--- src/rtl/cubehash_padder.sv ---
// CubeHash message padder: passes message bytes through, then appends 0x80 and
// zero fill up to a BLOCK_BYTES boundary, counting the blocks emitted per message.
module cubehash_padder #(
  parameter int unsigned BLOCK_BYTES = 32,
  parameter int unsigned CNT_W       = 16
) (
  input  logic             clk,
  input  logic             rst_p,
  input  logic             in_valid,
  input  logic [7:0]       in_byte,
  input  logic             in_last,
  input  logic             in_empty,
  output logic             in_ready,
  output logic             out_valid,
  output logic [7:0]       out_byte,
  input  logic             out_ready,
  output logic             out_final,
  output logic             pad_done,
  output logic [CNT_W-1:0] blocks,
  output logic             err
);

  localparam int unsigned POS_W = (BLOCK_BYTES > 1) ? $clog2(BLOCK_BYTES) : 1;

  typedef enum logic [1:0] {
    S_PASS,
    S_PAD80,
    S_ZERO,
    S_DRAIN
  } state_t;

  state_t             r_state;
  state_t             w_state_next;

  logic               r_out_valid;
  logic [7:0]         r_out_byte;
  logic               r_out_final;
  logic               r_pad_done;
  logic [CNT_W-1:0]   r_blocks;
  logic [CNT_W-1:0]   r_blk_cnt;
  logic               r_err;
  logic [POS_W-1:0]   r_pos;

  logic               w_slot;
  logic               w_xfer;
  logic               w_load;
  logic [7:0]         w_load_byte;
  logic               w_in_ready;
  logic [POS_W-1:0]   w_pos_next;
  logic               w_wrap;
  logic               w_set_final;
  logic               w_done;

  assign w_slot      = !r_out_valid || out_ready;
  assign w_xfer      = r_out_valid && out_ready;
  assign w_pos_next  = r_pos + POS_W'(1);
  assign w_wrap      = w_load && (w_pos_next == '0);
  // Only padding bytes can close a message; a data byte filling a block never does.
  assign w_set_final = w_wrap && (r_state != S_PASS);
  assign w_done      = (r_state == S_DRAIN) && w_xfer && r_out_final;

  always_ff @(posedge clk or posedge rst_p) begin
    if (rst_p) begin
      r_state <= S_PASS;
    end else begin
      r_state <= w_state_next;
    end
  end

  always_comb begin
    w_state_next = r_state;
    unique case (r_state)
      S_PASS: begin
        if (in_empty) begin
          w_state_next = S_PAD80;
        end else if (in_valid && w_in_ready && in_last) begin
          w_state_next = S_PAD80;
        end
      end
      S_PAD80: begin
        if (w_slot) begin
          w_state_next = w_wrap ? S_DRAIN : S_ZERO;
        end
      end
      S_ZERO: begin
        if (w_wrap) begin
          w_state_next = S_DRAIN;
        end
      end
      S_DRAIN: begin
        if (w_done) begin
          w_state_next = S_PASS;
        end
      end
      default: w_state_next = S_PASS;
    endcase
  end

  always_comb begin
    w_in_ready  = 1'b0;
    w_load      = 1'b0;
    w_load_byte = 8'h00;
    unique case (r_state)
      S_PASS: begin
        // in_empty wins over a coincident data byte, which stays with the source.
        w_in_ready  = w_slot && !in_empty;
        w_load      = in_valid && w_in_ready;
        w_load_byte = in_byte;
      end
      S_PAD80: begin
        w_load      = w_slot;
        w_load_byte = 8'h80;
      end
      S_ZERO: begin
        w_load      = w_slot;
        w_load_byte = 8'h00;
      end
      default: begin
        w_load      = 1'b0;
      end
    endcase
  end

  always_ff @(posedge clk or posedge rst_p) begin
    if (rst_p) begin
      r_out_valid <= 1'b0;
      r_out_byte  <= 8'h00;
      r_out_final <= 1'b0;
      r_pad_done  <= 1'b0;
      r_blocks    <= '0;
      r_blk_cnt   <= '0;
      r_err       <= 1'b0;
      r_pos       <= '0;
    end else begin
      r_pad_done <= w_done;
      if (w_load) begin
        r_out_valid <= 1'b1;
        r_out_byte  <= w_load_byte;
        r_pos       <= w_pos_next;
        if (w_set_final) begin
          r_out_final <= 1'b1;
        end
      end else if (w_xfer) begin
        r_out_valid <= 1'b0;
      end
      if (w_done) begin
        r_out_final <= 1'b0;
        r_pos       <= '0;
        r_blk_cnt   <= '0;
        r_blocks    <= r_blk_cnt;
      end else if (w_wrap) begin
        if (r_blk_cnt == '1) begin
          r_err <= 1'b1;
        end else begin
          r_blk_cnt <= r_blk_cnt + CNT_W'(1);
        end
      end
      if (in_empty && (r_state != S_PASS)) begin
        r_err <= 1'b1;
      end
    end
  end

  assign in_ready  = w_in_ready;
  assign out_valid = r_out_valid;
  assign out_byte  = r_out_byte;
  assign out_final = r_out_final;
  assign pad_done  = r_pad_done;
  assign blocks    = r_blocks;
  assign err       = r_err;

endmodule

--- config.mk ---
export PLATFORM = sky130hd
export DESIGN_NAME = cubehash_padder
export DESIGN_NICKNAME = d
export VERILOG_FILES = /design/src/rtl/cubehash_padder.sv
export SDC_FILE = /design/constraint.sdc
export NUM_CORES = 1
export LEC_CHECK = 0
export BUFFER_PORTS_ARGS = -buffer_cell sky130_fd_sc_hd__buf_2
export CORE_MARGIN = 2
export CORE_UTILIZATION = 45
export DETAILED_ROUTE_END_ITERATION = 16
export PLACE_DENSITY = 0.66
export RECOVER_POWER = 100
export REMOVE_ABC_BUFFERS = 1
export SLEW_MARGIN = 20
export SYNTH_ARGS = -nofsm -noshare
export SYNTH_HDL_FRONTEND = slang
export SYNTH_SLANG_ARGS = --single-unit
--- constraint.sdc ---
create_clock -name clk -period 2.5 [get_ports clk]
set_clock_uncertainty 0.05 [all_clocks]
set_input_delay 0.25 -clock clk [delete_from_list [all_inputs] [get_ports clk]]
set_output_delay 0.25 -clock clk [all_outputs]
set_load 0.02 [all_outputs]
Word level (Yosys, flattened, before mapping)
Index checks and enable logic that the tools add are counted.
{"block": "op_classes", "addsub": 2, "n_eq_ne": 10, "muxes": 24, "n_reduce_logical": 27}
{"op": "16-bit two-way mux", "count": 3}
{"op": "16-bit by 1-bit adder with 16-bit output, second input constant", "count": 1}
{"op": "16-bit equality test, second input constant", "count": 1}
{"op": "8-bit case mux with 2 select lines", "count": 1}
{"op": "2-bit nonzero test", "count": 7}
{"op": "1-bit two-way mux", "count": 11}
{"op": "1-bit logical AND", "count": 10}
{"op": "2-bit two-way mux", "count": 5}
{"op": "5-bit two-way mux", "count": 2}
{"op": "2-bit inequality test, second input constant", "count": 4}
{"op": "2-bit case mux with 4 select lines", "count": 1}
{"op": "5-bit by 1-bit adder with 5-bit output, second input constant", "count": 1}
{"op": "5-bit logical NOT", "count": 1}
{"op": "2-bit equality test, second input constant", "count": 2}
{"op": "2-bit AND reduction", "count": 2}
{"op": "4-bit AND reduction", "count": 1}
{"op": "3-bit inequality test, second input constant", "count": 1}
{"op": "3-bit AND reduction", "count": 1}
{"op": "2-bit by 1-bit equality test with 1-bit output, second input constant", "count": 1}
{"op": "1-bit logical NOT", "count": 2}
{"op": "2-bit logical NOT", "count": 1}
{"op": "2-bit by 1-bit inequality test with 1-bit output, second input constant", "count": 1}
{"op": "1-bit case mux with 2 select lines", "count": 1}
{"op": "2-bit OR reduction", "count": 1}
{"op": "1-bit logical OR", "count": 1}
{"block": "word_totals", "ff_bits": 51, "in_bits": 14, "elab_cells": 72}

Logic depth before layout (Yosys ltp)
{"block": "depth", "depth_word": 10, "mapped_depth": 9, "ltp_nobuf": 7}

Least setup slack after synthesis
Ideal clock, no wire load.
{"block": "synth_path", "path_kind": "register -> register", "from": "register r_state[0]", "to": "register r_blk_cnt[3]", "setup_ns": 0.078, "t_arrival_ns": 2.244, "t_required_ns": 2.372, "setup_slack_ns": 0.128, "stages_incl_launch_ff": 9, "n_path_buf": 1, "synth_period_minus_slack_ns": 2.372, "path_cell_list": "dfrtp_1 -> inv_1 -> ha_1 -> nand3b_4 -> a211oi_4 -> o2111ai_4 -> buf_6 -> or4_1 -> a21oi_1"}
{"block": "synth_via", "elab_chain_len": 6, "word_cells_on_any_way": 13, "cone_classes": "eq/ne: 4; mux: 2; reduce/logical: 7"}
{"element": "start, declared", "line_no": "32", "source": "state_t r_state;"}
{"element": "start signal, assigned", "line_no": "66", "source": "r_state <= w_state_next;"}
{"element": "2-bit equality test or 2-bit by 1-bit equality test with 1-bit output (tied branches)", "line_no": "103", "source": "unique case (r_state)"}
{"element": "2-bit OR reduction (no source line)"}
{"element": "1-bit case mux with 2 select lines", "line_no": "103"}
{"element": "1-bit logical AND", "line_no": "57", "source": "assign w_wrap = w_load && (w_pos_next == '0);"}
{"element": "2-bit nonzero test (no source line)"}
{"element": "2-bit AND reduction (no source line)"}
{"element": "end signal, assigned", "line_no": "155", "source": "r_blk_cnt <= r_blk_cnt + CNT_W'(1);"}
{"element": "end, declared", "line_no": "40", "source": "logic [CNT_W-1:0] r_blk_cnt;"}
Parallel ways exist; a longest one is shown, timed or not.
A chain may end at the register's enable or synchronous reset.

Worst setup path in the final report
{"block": "layout_path", "from": "register r_state[1]", "to": "register r_blk_cnt[13]"}
The elaborated chain is that of the path after synthesis.

==> results.json <==
{
  "p_leak_nw": 1.37,
  "r2r_cells": 8,
  "synth_seq_cells": 51,
  "viasPerCell": 5.31,
  "pwr-share-comb_pct": 38.8,
  "power_switching_w": 0.00112,
  "rrSetupSlack_ns": 0.15,
  "critPathArrivalTime_ns": 2.53,
  "worst-setup-path-type": "reg -> reg",
  "clock_sinks": 51,
  "critPathBufInv": 3,
  "finalNonFillerCells": 397,
  "worstMarginPinSlew_ns": 1.27,
  "p_seq_share_pct": 39.9,
  "syn_area_per_cell_um2": 9.22,
  "drive_above_1_share_pct": 11.4,
  "ys_types": 40,
  "fin_crit_sh_pct": 94.1,
  "dp.cells": 386,
  "ys_seq_area_share_pct": 50.2,
  "fp.dieH_um": 79.2,
  "synthArstFlopShare_pct": 100,
  "hold_slack_ns": 0.116,
  "status": "finished, final reports clean",
  "internal_power_w": 0.00171,
  "hold_path.startpoint": "in_byte[2]",
  "coreArea_um2": 5470,
  "cp-start-kind": "flip-flop",
  "netlist_instances": 276,
  "drt_first_pass_iters": 4,
  "wl_um": 5320,
  "drv_slew": 0,
  "core.rowCount": 27,
  "grt_max_degree": 52,
  "finalHoldViolCount": 0,
  "overflow": 0,
  "drcViolationCount": 0,
  "clock_latency_ns": 0.30,
  "nets": 347,
  "r2r-start": "r_state[1]",
  "powerDensity_nw_per_um2": 956,
  "syn_to_final_growth_pct": 16.3,
  "crit_path_top_delay_cell": "or4_1",
  "synth_area_leaders": "dfrtp_1 50%, nand2_1 12%, ha_1 4.4%",
  "io_buffers": 42,
  "initialDrtViolationCount": 74,
  "cp_max_fo": 33,
  "cts_buffers": 5,
  "cpMostUsedCell": "inv_1",
  "setup_viol_count_final": 0,
  "worstReg2RegEnd": "r_blk_cnt[13]",
  "preCtsSetupSlack_ns": 0.0921,
  "worst_ep_required_time_ns": 2.68,
  "vdd_drop_max_mv": 0.372,
  "vias": 2109,
  "synth_area_um2": 2540,
  "critPathMaxStageDelay_ns": 0.51,
  "max_clock_freq_ghz": 0.425,
  "synth_flop_cell": "dfrtp_1",
  "grt_use_total_pct": 17.9,
  "place.gp.congestion": 0.795,
  "cts_root_buf": "clkbuf_8",
  "grt_first_pass_wirelength_um": 9000,
  "setup_slack_ns": 0.148,
  "die_area_um2": 6270,
  "tritoncts": "yes",
  "path_cells": "inv_1, ha_2, inv_1, a211oi_4, o2111ai_4, buf_6, or4_1, a21oi_1",
  "dieWidth_um": 79.2,
  "first_global_vias": 1965,
  "swShare_pct": 39.5,
  "synth_top_area_cell": "dfrtp_1",
  "fin_util_pct": 54.0,
  "ant_nets": 0,
  "rsz0062_at_grt": "false",
  "holdPathStages": 3,
  "yosysMostFrequentCell": "nand2_1",
  "path_clk_slew_ns": 0.09,
  "start_util_pct": 46.5,
  "yosys.area.top_type_share_pct": 50.2,
  "diodes": 0,
  "fill_cells": 528,
  "htreeDepth": 2,
  "hold_path_class": "in -> reg",
  "synth_edf_count": 0,
  "cts_hold_buf": 0,
  "antenna_found_initial": 0,
  "clockBufferDepth": 2,
  "period_minus_slack_ns": 2.35,
  "max_slew_margin_pct": 15.1,
  "avgRoutedWirePerCell_um": 13.4,
  "maxCapViolations": 0,
  "dp_hpwl_um": 3510,
  "synth_commonest_cells": "78 x nand2_1, 51 x dfrtp_1, 20 x a21oi_1, 14 x nand3_1, 14 x o31ai_1",
  "cp_top_family": "compound AO/OA/AOI/OAI gates",
  "ys_warn_count": 0,
  "holdPathEnd": "out_byte[2]",
  "io_pins": 43,
  "clkPwrFrac_pct": 21.3,
  "worstSetupEndpointType": "flip-flop"
}
==> timing repair <==
action | in CTS | in global routing
buffers inserted | 0 | 3
resized for setup | 0 | 2
setup endpoints to repair | 0 | 13
==> cells by family after synthesis <==
kind of cell,Yosys count,share of synthesized area [%]
DFF,51,50.2
muxes,1,0.394
adders and majority gates,9,4.43
xor gates and xnor gates,5,1.72
and+or+nand+nor,138,25.7
buffers and inverters,22,3.64
AOI/OAI and AO/OA,50,13.9
==> final cells by class <==
cell class                      instances  area, µm²  share of cell area, %
Clock inverter                          2       35.0                   1.18
Clock buffer                            6       82.6                   2.79
Timing Repair Buffer                   55        267                   9.01
Sequential cell                        51       1280                   43.1
Inverter                                8       30.0                   1.02
Multi-Input combinational cell        203       1180                   39.8
Tap cell                               72       90.1                   3.05
==> per-layer routing <==
metal  GRT usage (%)  up-vias  wire length, µm
met1            23.6      999             2610
met3            2.39        5              184
li1                -     1058                -
met5               0        -                0
met2            30.4       47             2470
met4            6.21        0               60
==> cells in the final DEF, fill, tap and decap left out, drive strengths merged, types with 2 or more instances in the layout <==
cell / netlist / layout
nor3: 5 / 5
nand3: 14 / 14
a211o: 2 / 2
nand2b: 4 / 4
a211oi: 2 / 2
clkbuf: 10 / 37
o21a: 2 / 2
o21ai: 3 / 3
o31ai: 14 / 14
xor2: 4 / 4
nand4: 5 / 5
nand2: 78 / 78
ha: 9 / 9
a21oi: 20 / 20
buf: 4 / 24
dfrtp: 51 / 51
or4: 12 / 12
inv: 7 / 6
nor2: 11 / 11
or3: 2 / 2
clkinv: 1 / 3
==> worst max path at each step <==
stage | start | endpoint | cells after the start
after floorplan | r_state[0] | r_blk_cnt[10] | 7
after global placement | r_state[0] | r_blk_cnt[12] | 8
after detailed placement | r_state[0] | r_blk_cnt[4] | 8
after CTS | r_state[0] | r_blk_cnt[13] | 8
after global routing | r_state[1] | r_blk_cnt[9] | 8
final | r_state[1] | r_blk_cnt[13] | 8
==> sequential cells by signal, indices dropped and copies added, names as in the netlist <==
name	flops
blocks	16
r_blk_cnt	16
out_byte	8
r_pos	5
r_state	2
err	1
out_final	1
out_valid	1
pad_done	1
==> worst reg2reg max path, cell delays in order (launching register included) <==
cell and delay [ns]:
dfrtp_1 0.41, inv_1 0.11, ha_2 0.33, inv_1 0.09, a211oi_4 0.27, o2111ai_4 0.15
buf_6 0.21, or4_1 0.51, a21oi_1 0.16
==> power by group through the flow <==
| stage | clock [W] | sequential (W) | combinational (W) |
|---|---|---|---|
| 6_report | 0.000602 | 0.00113 | 0.00110 |
| 5_1_grt | 0.000638 | 0.00115 | 0.00123 |
| 4_1_cts | 0.000617 | 0.00114 | 0.00109 |
| 3_5_place_dp | 0 | 0.00115 | 0.00109 |
| 3_3_place_gp | 0 | 0.00114 | 0.00106 |
| 2_1_floorplan | 0 | 0.00124 | 0.000660 |
==> through the flow <==
stage / setup TNS (ns) / total power [W] / cell area (µm²)
6_report: 0 / 0.00283 / 2960
5_1_grt: 0 / 0.00302 / 2960
4_1_cts: 0 / 0.00284 / 2970
3_5_place_dp: 0 / 0.00224 / 2860
3_3_place_gp: 0 / 0.00221 / 2860
2_1_floorplan: -5.64 / 0.00190 / 2480
(Power assumes the default switching activity.)
